**config.mk**
```make
export PLATFORM = sky130hd
export DESIGN_NAME = prog_sequencer_flat
export DESIGN_NICKNAME = d
export VERILOG_FILES = /design/src/rtl/prog_sequencer_if.sv /design/src/rtl/prog_sequencer.sv /design/src/flat_wrapper.sv
export SDC_FILE = /design/constraint.sdc
export NUM_CORES = 1
export LEC_CHECK = 0
export BUFFER_PORTS_ARGS = -buffer_cell sky130_fd_sc_hd__buf_4
export CORE_MARGIN = 10
export CORE_UTILIZATION = 40
export DETAILED_ROUTE_END_ITERATION = 6
export PLACE_DENSITY = 0.75
export SYNTH_ARGS = -nofsm -noshare
export SYNTH_HDL_FRONTEND = slang
export SYNTH_SLANG_ARGS = --single-unit
```
**constraint.sdc**
```tcl
create_clock -name clk -period 2.8 [get_ports clk]
set_input_delay 0.28 -clock clk [delete_from_list [all_inputs] [get_ports clk]]
set_output_delay 0.28 -clock clk [all_outputs]
set_load 0.05 [all_outputs]
```
**src/rtl/prog_sequencer_if.sv**
```systemverilog
// Handshake/bus bundle between the program sequencer and its environment (bench, decoder, LUT).
// Optional macro PROG_SEQ_CYCLE_CNT_EN adds the cycle_cnt readout.
interface prog_sequencer_if #(
    parameter int unsigned PC_W = 10
);
    localparam int unsigned PROG_W = 2;
    localparam int unsigned CNT_W  = 16;

    logic              start;
    logic              halt;
    logic              branch_taken;
    logic [PC_W-1:0]   PC_target;
    logic [PC_W-1:0]   PC;
    logic [PROG_W-1:0] prog_state;
    logic              run;
    logic              done;
`ifdef PROG_SEQ_CYCLE_CNT_EN
    logic [CNT_W-1:0]  cycle_cnt;
`endif

    // Sequencer side
    modport master (
        input  start, halt, branch_taken, PC_target,
`ifdef PROG_SEQ_CYCLE_CNT_EN
        output cycle_cnt,
`endif
        output PC, prog_state, run, done
    );

    // Environment side
    modport slave (
        output start, halt, branch_taken, PC_target,
`ifdef PROG_SEQ_CYCLE_CNT_EN
        input  cycle_cnt,
`endif
        input  PC, prog_state, run, done
    );
endinterface

```
**src/rtl/prog_sequencer.sv**
```systemverilog
// Program-level controller and PC generator for the three-program demo CPU.
// Optional macro PROG_SEQ_CYCLE_CNT_EN adds a saturating RUN-cycle counter.
module prog_sequencer #(
    parameter int unsigned PC_W      = 10,
    parameter int unsigned START_P0  = 0,
    parameter int unsigned START_P1  = 256,
    parameter int unsigned START_P2  = 512,
    parameter int unsigned NUM_PROGS = 3
) (
    input  logic             clk,
    input  logic             reset_n,
    prog_sequencer_if.master bus
);
    localparam int unsigned PROG_W = 2;
    localparam int unsigned CNT_W  = 16;

    typedef enum logic [1:0] {
        IDLE = 2'd0,
        INIT = 2'd1,
        RUN  = 2'd2,
        DONE = 2'd3
    } state_t;

    state_t            state_q, state_d;
    logic [PC_W-1:0]   pc_q, pc_d;
    logic [PROG_W-1:0] prog_state_q, prog_state_d;
    logic              run_q, run_d;
    logic              done_q, done_d;
`ifdef PROG_SEQ_CYCLE_CNT_EN
    logic [CNT_W-1:0]  cycle_cnt_q, cycle_cnt_d;
`endif

    always_ff @(posedge clk) begin
        if (!reset_n) begin
            state_q      <= IDLE;
            pc_q         <= '0;
            prog_state_q <= '0;
            run_q        <= 1'b0;
            done_q       <= 1'b0;
`ifdef PROG_SEQ_CYCLE_CNT_EN
            cycle_cnt_q  <= '0;
`endif
        end else begin
            state_q      <= state_d;
            pc_q         <= pc_d;
            prog_state_q <= prog_state_d;
            run_q        <= run_d;
            done_q       <= done_d;
`ifdef PROG_SEQ_CYCLE_CNT_EN
            cycle_cnt_q  <= cycle_cnt_d;
`endif
        end
    end

    always_comb begin
        state_d      = state_q;
        pc_d         = pc_q;
        prog_state_d = prog_state_q;

        // An illegal program index can only come from corruption; recover to a clean start.
        if (prog_state_q == PROG_W'(3)) begin
            state_d      = IDLE;
            prog_state_d = '0;
        end else begin
            case (state_q)
                IDLE: begin
                    if (bus.start) state_d = INIT;
                end
                INIT: begin
                    case (prog_state_q)
                        PROG_W'(0): pc_d = PC_W'(START_P0);
                        PROG_W'(1): pc_d = PC_W'(START_P1);
                        default:    pc_d = PC_W'(START_P2);
                    endcase
                    state_d = RUN;
                end
                RUN: begin
                    if (bus.halt) begin
                        state_d = DONE;
                    end else if (bus.branch_taken) begin
                        pc_d = bus.PC_target;
                    end else begin
                        pc_d = pc_q + PC_W'(1);
                    end
                end
                DONE: begin
                    if (bus.start) begin
                        prog_state_d = (prog_state_q == PROG_W'(NUM_PROGS - 1))
                                     ? '0 : prog_state_q + PROG_W'(1);
                        state_d      = INIT;
                    end
                end
                default: state_d = IDLE;
            endcase
        end

        run_d  = (state_d == RUN);
        done_d = (state_d == DONE);
    end

`ifdef PROG_SEQ_CYCLE_CNT_EN
    // Zero while in INIT; counts every RUN cycle including the halting one.
    always_comb begin
        cycle_cnt_d = cycle_cnt_q;
        if (state_d == INIT) begin
            cycle_cnt_d = '0;
        end else if (state_q == RUN && cycle_cnt_q != {CNT_W{1'b1}}) begin
            cycle_cnt_d = cycle_cnt_q + CNT_W'(1);
        end
    end

    assign bus.cycle_cnt = cycle_cnt_q;
`endif

    assign bus.PC         = pc_q;
    assign bus.prog_state = prog_state_q;
    assign bus.run        = run_q;
    assign bus.done       = done_q;
endmodule

```
**src/flat_wrapper.sv**
```systemverilog
// flat-port wrapper written by rule: the top's interface ports become plain ports
module prog_sequencer_flat 
#(
    parameter int unsigned PC_W      = 10,
    parameter int unsigned START_P0  = 0,
    parameter int unsigned START_P1  = 256,
    parameter int unsigned START_P2  = 512,
    parameter int unsigned NUM_PROGS = 3
)
  (clk, reset_n, bus_start, bus_halt, bus_branch_taken, bus_PC_target, bus_PC, bus_prog_state, bus_run, bus_done);
  prog_sequencer_if #(.PC_W(PC_W)) bus_i ();
  input  logic clk;
  input  logic reset_n;
  input wire logic [$bits(bus_i.start)-1:0] bus_start;
  input wire logic [$bits(bus_i.halt)-1:0] bus_halt;
  input wire logic [$bits(bus_i.branch_taken)-1:0] bus_branch_taken;
  input wire logic [$bits(bus_i.PC_target)-1:0] bus_PC_target;
  output wire logic [$bits(bus_i.PC)-1:0] bus_PC;
  output wire logic [$bits(bus_i.prog_state)-1:0] bus_prog_state;
  output wire logic [$bits(bus_i.run)-1:0] bus_run;
  output wire logic [$bits(bus_i.done)-1:0] bus_done;
  assign bus_i.start = bus_start;
  assign bus_i.halt = bus_halt;
  assign bus_i.branch_taken = bus_branch_taken;
  assign bus_i.PC_target = bus_PC_target;
  assign bus_PC = bus_i.PC;
  assign bus_prog_state = bus_i.prog_state;
  assign bus_run = bus_i.run;
  assign bus_done = bus_i.done;
  prog_sequencer #(.PC_W(PC_W), .START_P0(START_P0), .START_P1(START_P1), .START_P2(START_P2), .NUM_PROGS(NUM_PROGS)) u_core (.clk(clk), .reset_n(reset_n), .bus(bus_i));
endmodule
```
==> flow_summary_export.csv, run 1 <==
group,metric,value,unit
outcome,outcome,"complete, no violations",
power,total_power,0.955,mW
clocking,cts_sinks,16,
timing,tightestPinTransition,0.546,ns
global_routing,antenna_found_initial,0,
timing,fin_tns_setup,0,ns
logic_synthesis,syn_avg_cell_area,8.53,um^2
clocking,cts_hold_buf,0,
timing,period_share,69.6,%
logic_synthesis,synthMostInstantiatedCell,"dfxtp_1",
drt,drt_iter0_markers,50,
logic_synthesis,synth_fp_nets,133,
drt,detail_route.wl_per_cell,15.2,um
finish,fin_nets,162,
setup_path,path_class,"reg -> reg",
floorplanning,io_pins,29,
timing,drv_slew,0,
setup_path,timing.rr.start,"u_core.state_q[0]",
placed_design,port_buffers,28,
power,power.density,788,mW/mm^2
global_routing,globalRouteOverflowTotal,0,
setup_path,cp_max_fo,15,
logic_synthesis,netlist_area,963,um^2
floorplanning,die_h,69.1,um
logic_synthesis,synthCells,113,
clocking,cts_tree,"built",
drt,drtAntennaViolNets,0,
finish,area_growth,25.8,%
drt,wl_met3,186,um
drt,top_layer_used,"met4",
finish,fin_util,53.8,%
setup_path,arrival,2.13,ns
floorplanning,initial_core_util,42.7,%
timing,slew_headroom,63.6,%
clocking,cts-resized-gates,0,
setup_path,r2r_cells,6,
setup_path,critPathCaptureType,"flop",
logic_synthesis,synthFlopType,"dfxtp_1",
timing,clock-skew-final,0.00289,ns
job,cap_violations,0,
timing,max_freq,0.513,GHz
logic_synthesis,yosys.cell_types.count,36,
drt,routed_via_density,5.81,
floorplanning,dieArea,0.00477,mm^2
finish,n_antenna_cell,0,
clocking,path_clk_slew,0.09,ns
setup_path,r2r-end,"u_core.bus.PC[2]",
logic_synthesis,synth_edf_count,0,
timing,rsz0062_at_grt,"no",
logic_synthesis,seq_area_frac_synth,33.2,%
placed_design,gp_congestion,0.810,
setup_path,crit_end,"u_core.bus.PC[2]",
finish,regArea,320,um^2
clocking,cts-root-buf,"clkbuf_4",
setup_path,startpoint_type,"flop",
clocking,clock_latency,0.28,ns
timing,setup_ws,0.852,ns
logic_synthesis,ys_top_cells_by_area,"dfxtp_1 33%, ha_1 6.5%, nand3_1 5.2%, a21oi_1 3.6%, o21ai_0 3.6%",
setup_path,critical_path_required,2.98,ns
power,vdd_drop_max,465,uV
clocking,h-tree-depth,1,
logic_synthesis,yosysWarnings,0,
timing,period_minus_slack,1.95,ns
placed_design,dp_slack,0.903,ns
worst_hold_path,min_path_type,"in -> reg",
drt,first_pass_iters,4,
timing,hold_viol,0,
logic_synthesis,synthTopCellsByCount,"16 x dfxtp_1, 10 x nand3_1, 8 x nand2_1",
setup_path,r2r_slack,0.85,ns
global_routing,grt_pass1_vias,983,
global_routing,grt_max_degree,18,
floorplanning,die_width,69.1,um
drt,drt-met1-wl,1.12,mm
setup_path,worstSetupStartpoint,"u_core.state_q[0]",
logic_synthesis,async_flop_share,0,%
logic_synthesis,synth-seq-cells,16,
drt,wl,2.56,mm
finish,drive_above_1_share,25.7,%
power,leakage,0.535,nW
drt,vias,976,
global_routing,grt_pass1_wl,4.31,mm
floorplanning,row_count,17,
clocking,post_cts_buffers,0,
global_routing,grtUsageTotal,10.3,%
placed_design,dp_hpwl,1.96,mm
clocking,cts.path.max_buffers,2,
floorplanning,core,0.00225,mm^2
logic_synthesis,synth_top_area_share,33.2,%
logic_synthesis,yosysTopAreaCell,"dfxtp_1",
finish,multiInputGateArea,606,um^2
drt,wl_met2,1.22,mm
worst_hold_path,hold_depth,2,
drt,drc,0,
clocking,numCtsBuffers,3,
timing,finalSetupViolations,0,
finish,nFillCells,228,
[state kept, by name (all words and copies together) (netlist names)]
signal and cells:
u_core.bus.run 1, u_core.bus.done 1, u_core.bus.prog_state 2, u_core.state_q 2, u_core.bus.PC 10
[final cells by class]
type	count	share of cell area, %
clock buffer	3	1.86
inverter	5	1.55
multi-input combinational	88	49.9
sequential	16	26.4
tap	28	2.89
timing repair buffer	28	17.3
[power breakdown]
group	total, mW	internal [mW]	switching, mW
clock network	0.118	0.0499	0.0686
registers	0.316	0.272	0.0435
logic	0.521	0.183	0.337
[placed cells by master (no fill, tap or decap), types with 2 or more instances in the layout]
cell and instances:
and3_1 4, and2_1 5, nor3b_1 2, o2bb2ai_1 3
a31oi_1 2, o221a_2 2, o21ai_1 4, buf_4 28
inv_1 5, dfxtp_1 16, and4_1 2, nand2_1 8
o21ai_0 7, clkbuf_4 3, nand3_1 10, nor2_1 4
ha_1 5, a21oi_1 7, a22oi_1 3, a21boi_1 4
[per-stage QoR]
stage / hold slack [ns] / cell area (um^2) / cells
detailed placement: 0.513 / 1190 / 165
floorplan: 0.432 / 963 / 113
global route: 0.313 / 1210 / 168
finish: 0.314 / 1210 / 168
CTS: 0.307 / 1210 / 168
global placement: 0.504 / 1190 / 165
[kinds of logic after synthesis]
family / Yosys count / synth area share [%]
xor gates and xnor gates: 1 / 0.909
and+or+nand+nor: 41 / 23.8
AOI/OAI and AO/OA: 39 / 29.5
adders and majority gates: 5 / 6.49
muxes: 2 / 2.21
buffers and inverters: 9 / 3.90
DFF: 16 / 33.2
[metal layers]
layer	global-route usage, %	vias to the layer above
li1	-	483
met1	11.9	453
met2	16.6	36
met3	3.42	4
met4	4.66	0
met5	0	-
[critical path: stages, from the launching register on]
cell       delay, ns
dfxtp_1         0.39
inv_1           0.09
ha_1            0.39
a221oi_4        0.55
o21ai_1         0.14
o2bb2ai_1       0.14
and2_1          0.15
[worst min path at each step]
| stage | startpoint | endpoint | slack [ns] |
|---|---|---|---|
| floorplan | reset_n | u_core.state_q[1] | 0.43 |
| global route | reset_n | u_core.bus.PC[0] | 0.31 |
| detailed placement | u_core.bus.PC[1] | u_core.bus.PC[1] | 0.51 |
| finish | reset_n | u_core.bus.PC[0] | 0.31 |
| CTS | reset_n | u_core.bus.PC[0] | 0.31 |
| global placement | u_core.bus.PC[1] | u_core.bus.PC[1] | 0.50 |
No activity file was read; power rests on OpenSTA's default activity.
==> run 2: changes to the inputs <==
--- a/config.mk
+++ b/config.mk
@@ -5,11 +5,12 @@
 export SDC_FILE = /design/constraint.sdc
 export NUM_CORES = 1
 export LEC_CHECK = 0
+export ABC_AREA = 1
 export BUFFER_PORTS_ARGS = -buffer_cell sky130_fd_sc_hd__buf_4
 export CORE_MARGIN = 10
 export CORE_UTILIZATION = 40
 export DETAILED_ROUTE_END_ITERATION = 6
-export PLACE_DENSITY = 0.75
+export PLACE_DENSITY = 0.77
 export SYNTH_ARGS = -nofsm -noshare
 export SYNTH_HDL_FRONTEND = slang
 export SYNTH_SLANG_ARGS = --single-unit
==> constraint.sdc (replaced) <==
create_clock -name clk -period 1.7 [get_ports clk]
set_input_delay 0.17 -clock clk [delete_from_list [all_inputs] [get_ports clk]]
set_output_delay 0.17 -clock clk [all_outputs]
set_load 0.05 [all_outputs]
==> run 2 against run 1 <==
  * Power grew 68%
  * Routed wire length grew 7.5%
  * Sequential share of layout area shrank 1.5 points
  * Combinational power grew 56%
  * Final cell count grew 27%
  * Via count grew 13%
  * First-iteration DRC count grew 120%
  * Area after synthesis grew 4.2%
  * Non-clock buffer count grew 2
  * Flip-flop and latch count is the same
  * Clock skew shrank 0.0019 ns
  * Hold slack lost 0.15 ns
==> flow_summary_export.csv, run 2 <==
group,metric,value,unit
outcome,outcome,"complete, no violations",
finish,n_antenna_cell,0,
setup_path,cpLargestDelayFamily,"simple AND/OR/NAND/NOR gates",
clocking,cts-root-buf,"clkbuf_4",
global_routing,grtUsageTotal,11.0,%
logic_synthesis,seq_area_frac_synth,31.9,%
finish,final_common_cell,"nand2_1",
job,cap_violations,0,
power,sw_frac_of_total,46.4,%
logic_synthesis,synth_top_area_share,31.9,%
power,power.density,1240,mW/mm^2
finish,largest_reg_flops,10,
drt,drt_iter0_markers,108,
drt,detail_route.wl_per_cell,12.9,um
clocking,numCtsBuffers,3,
logic_synthesis,synthMostInstantiatedCell,"nand2_1",
timing,fin_tns_setup,0,ns
worst_hold_path,min-delay-start,"reset_n",
logic_synthesis,synth_fp_nets,172,
setup_path,timing.rr.start,"u_core.state_q[0]",
logic_synthesis,async_flop_share,0,%
global_routing,grt_pass1_vias,1068,
worst_hold_path,min_to,"u_core.bus.PC[9]",
logic_synthesis,syn_avg_cell_area,6.60,um^2
setup_path,slowest_stage,"dfxtp_2",
global_routing,globalRouteOverflowTotal,0,
floorplanning,core,0.00243,mm^2
clocking,h-tree-depth,1,
timing,period_share,89.5,%
finish,multiInputGateArea,588,um^2
setup_path,cp_max_fo,6,
worst_hold_path,hold_depth,3,
setup_path,path_buf_inv,3,
timing,clock-skew-final,0.00102,ns
timing,period_minus_slack,1.52,ns
floorplanning,dieArea,0.00491,mm^2
clocking,cts_sinks,16,
clocking,clock_latency,0.29,ns
power,total_power,1.60,mW
floorplanning,die_width,70.1,um
timing,slew_headroom,70.7,%
power,vdd_drop_max,787,uV
global_routing,grt_max_degree,16,
setup_path,startpoint_type,"flop",
logic_synthesis,synth_edf_count,0,
finish,area_growth,28.7,%
timing,tightestPinTransition,0.439,ns
clocking,cts_tree,"built",
setup_path,r2r_cells,9,
placed_design,port_buffers,28,
logic_synthesis,synthFlopType,"dfxtp_1",
floorplanning,io_pins,29,
placed_design,gp_congestion,0.847,
logic_synthesis,synth-seq-cells,16,
finish,nFillCells,251,
timing,rsz0062_at_grt,"no",
drt,drtAntennaViolNets,0,
setup_path,path_class,"reg -> reg",
clocking,cts.path.max_buffers,2,
finish,fin_nets,205,
global_routing,antenna_found_initial,0,
setup_path,arrival,1.75,ns
power,p_clk_share,16.5,%
clocking,path_clk_slew,0.10,ns
setup_path,critical_path_required,1.93,ns
global_routing,grt_pass1_wl,4.67,mm
setup_path,slowest_delay,0.37,ns
logic_synthesis,yosysWarnings,0,
timing,hold_viol,0,
floorplanning,initial_core_util,41.3,%
timing,drv_slew,0,
logic_synthesis,synthTopCellsByCount,"32 x nand2_1, 23 x nor2_1, 21 x inv_1",
logic_synthesis,ys_top_cells_by_area,"dfxtp_1 32%, nand2_1 12%, nor2_1 8.6%, inv_1 7.9%, a21oi_1 6.5%",
logic_synthesis,yosys.cell_types.count,24,
setup_path,critPathMostFrequentCell,"inv_1",
finish,regArea,322,um^2
logic_synthesis,synthCells,152,
finish,drive_above_1_share,25.0,%
power,seqPwrFrac,32.7,%
floorplanning,row_count,18,
placed_design,dp_hpwl,2.18,mm
power,p_int,0.857,mW
power,net-switching-power,0.743,mW
worst_hold_path,min_path_type,"in -> reg",
setup_path,r2r-end,"u_core.bus.PC[6]",
logic_synthesis,netlist_area,0.00100,mm^2
drt,routed_via_density,5.13,
setup_path,r2r_slack,0.18,ns
floorplanning,die_h,70.1,um
finish,final_cell_mix,"32 x nand2_1, 30 x buf_4, 22 x nor2_1",
timing,max_freq,0.657,GHz
power,leakage,0.592,nW
drt,first_pass_iters,4,
drt,wl,2.75,mm
drt,drc,0,
timing,finalSetupViolations,0,
setup_path,path_cells,"inv_1, ha_1, inv_1, nand3_2, inv_2, nand2_2, nor2_1, nand2_1, a21oi_1",
drt,vias,1098,
logic_synthesis,yosysTopAreaCell,"dfxtp_1",
setup_path,critPathCaptureType,"flop",
power,power_frac_comb,50.8,%
clocking,cts_hold_buf,0,
run 2: cell count changes after synthesis, sizes merged, moves of 7 or more:
cell and change:
nand2 +26, inv +17, a21oi +7, nor2 +21
run 2: cell type report:
cell class                 count  area share (%)
clock buffer                   4            2.81
inverter                      22            6.40
multi-input combinational    112            45.5
sequential                    16            24.9
tap                           30            2.91
timing repair buffer          30            17.4
run 2: worst max-delay path by stage:
| stage | cells past startpoint | endpoint | startpoint | slack (ns) |
|---|---|---|---|---|
| finish | 9 | u_core.bus.PC[6] | u_core.state_q[0] | 0.18 |
| global route | 9 | u_core.bus.PC[3] | u_core.state_q[0] | 0.01 |
| CTS | 9 | u_core.bus.PC[3] | u_core.state_q[0] | 0.13 |
| detailed placement | 9 | u_core.bus.PC[3] | u_core.state_q[0] | 0.15 |
| global placement | 9 | u_core.bus.PC[3] | u_core.state_q[0] | 0.23 |
| floorplan | 8 | u_core.bus.PC[6] | u_core.bus.PC[0] | 0.12 |
run 2: cell families after synthesis:
logic type | count (synthesis) | synth area share [%]
flip-flops | 16 | 31.9
buffers and inverters | 24 | 10.1
XOR/XNOR | 2 | 1.75
AND/OR/NAND/NOR | 78 | 35.3
adder cells (fa/ha/maj) | 5 | 6.23
AO/OA/AOI/OAI | 27 | 14.7
run 2: what timing repair did:
item	CTS	global route
buffers inserted	0	1
hold endpoints to repair	0	0
gates resized for setup	0	3
setup endpoints to repair	0	7
run 2: routing by layer:
layer,GRT usage (%),share of wire (%)
met1,11.8,41
met2,19.6,52
met3,4.38,6.6
met4,2.19,0.29
met5,0,0
run 2: worst register-to-register path, stage by stage (launching register included):
cell and delay [ns]:
dfxtp_2 0.37, inv_1 0.07, ha_1 0.31, inv_1 0.09, nand3_2 0.13, inv_2 0.09, nand2_2 0.10, nor2_1 0.11
nand2_1 0.06, a21oi_1 0.13
run 2: power by group through the flow:
stage | Clock (mW) | Combinational [mW] | Sequential [mW]
2_1_floorplan | 0 | 0.413 | 0.693
3_3_place_gp | 0 | 0.760 | 0.525
3_5_place_dp | 0 | 0.792 | 0.531
4_1_cts | 0.268 | 0.799 | 0.522
5_1_grt | 0.284 | 0.908 | 0.536
6_report | 0.264 | 0.813 | 0.523
run 2: through the flow:
stage               hold slack [ns]  cells  worst slack (ns)  utilization, %  cell area (um^2)
global placement              0.462    209             0.226            51.0              1240
CTS                           0.161    213             0.133            52.5              1280
finish                        0.164    214             0.178            53.1              1290
floorplan                     0.308    152             0.118               -              1000
global route                  0.184    214            0.0115            53.1              1290
detailed placement            0.478    209             0.149            51.0              1240
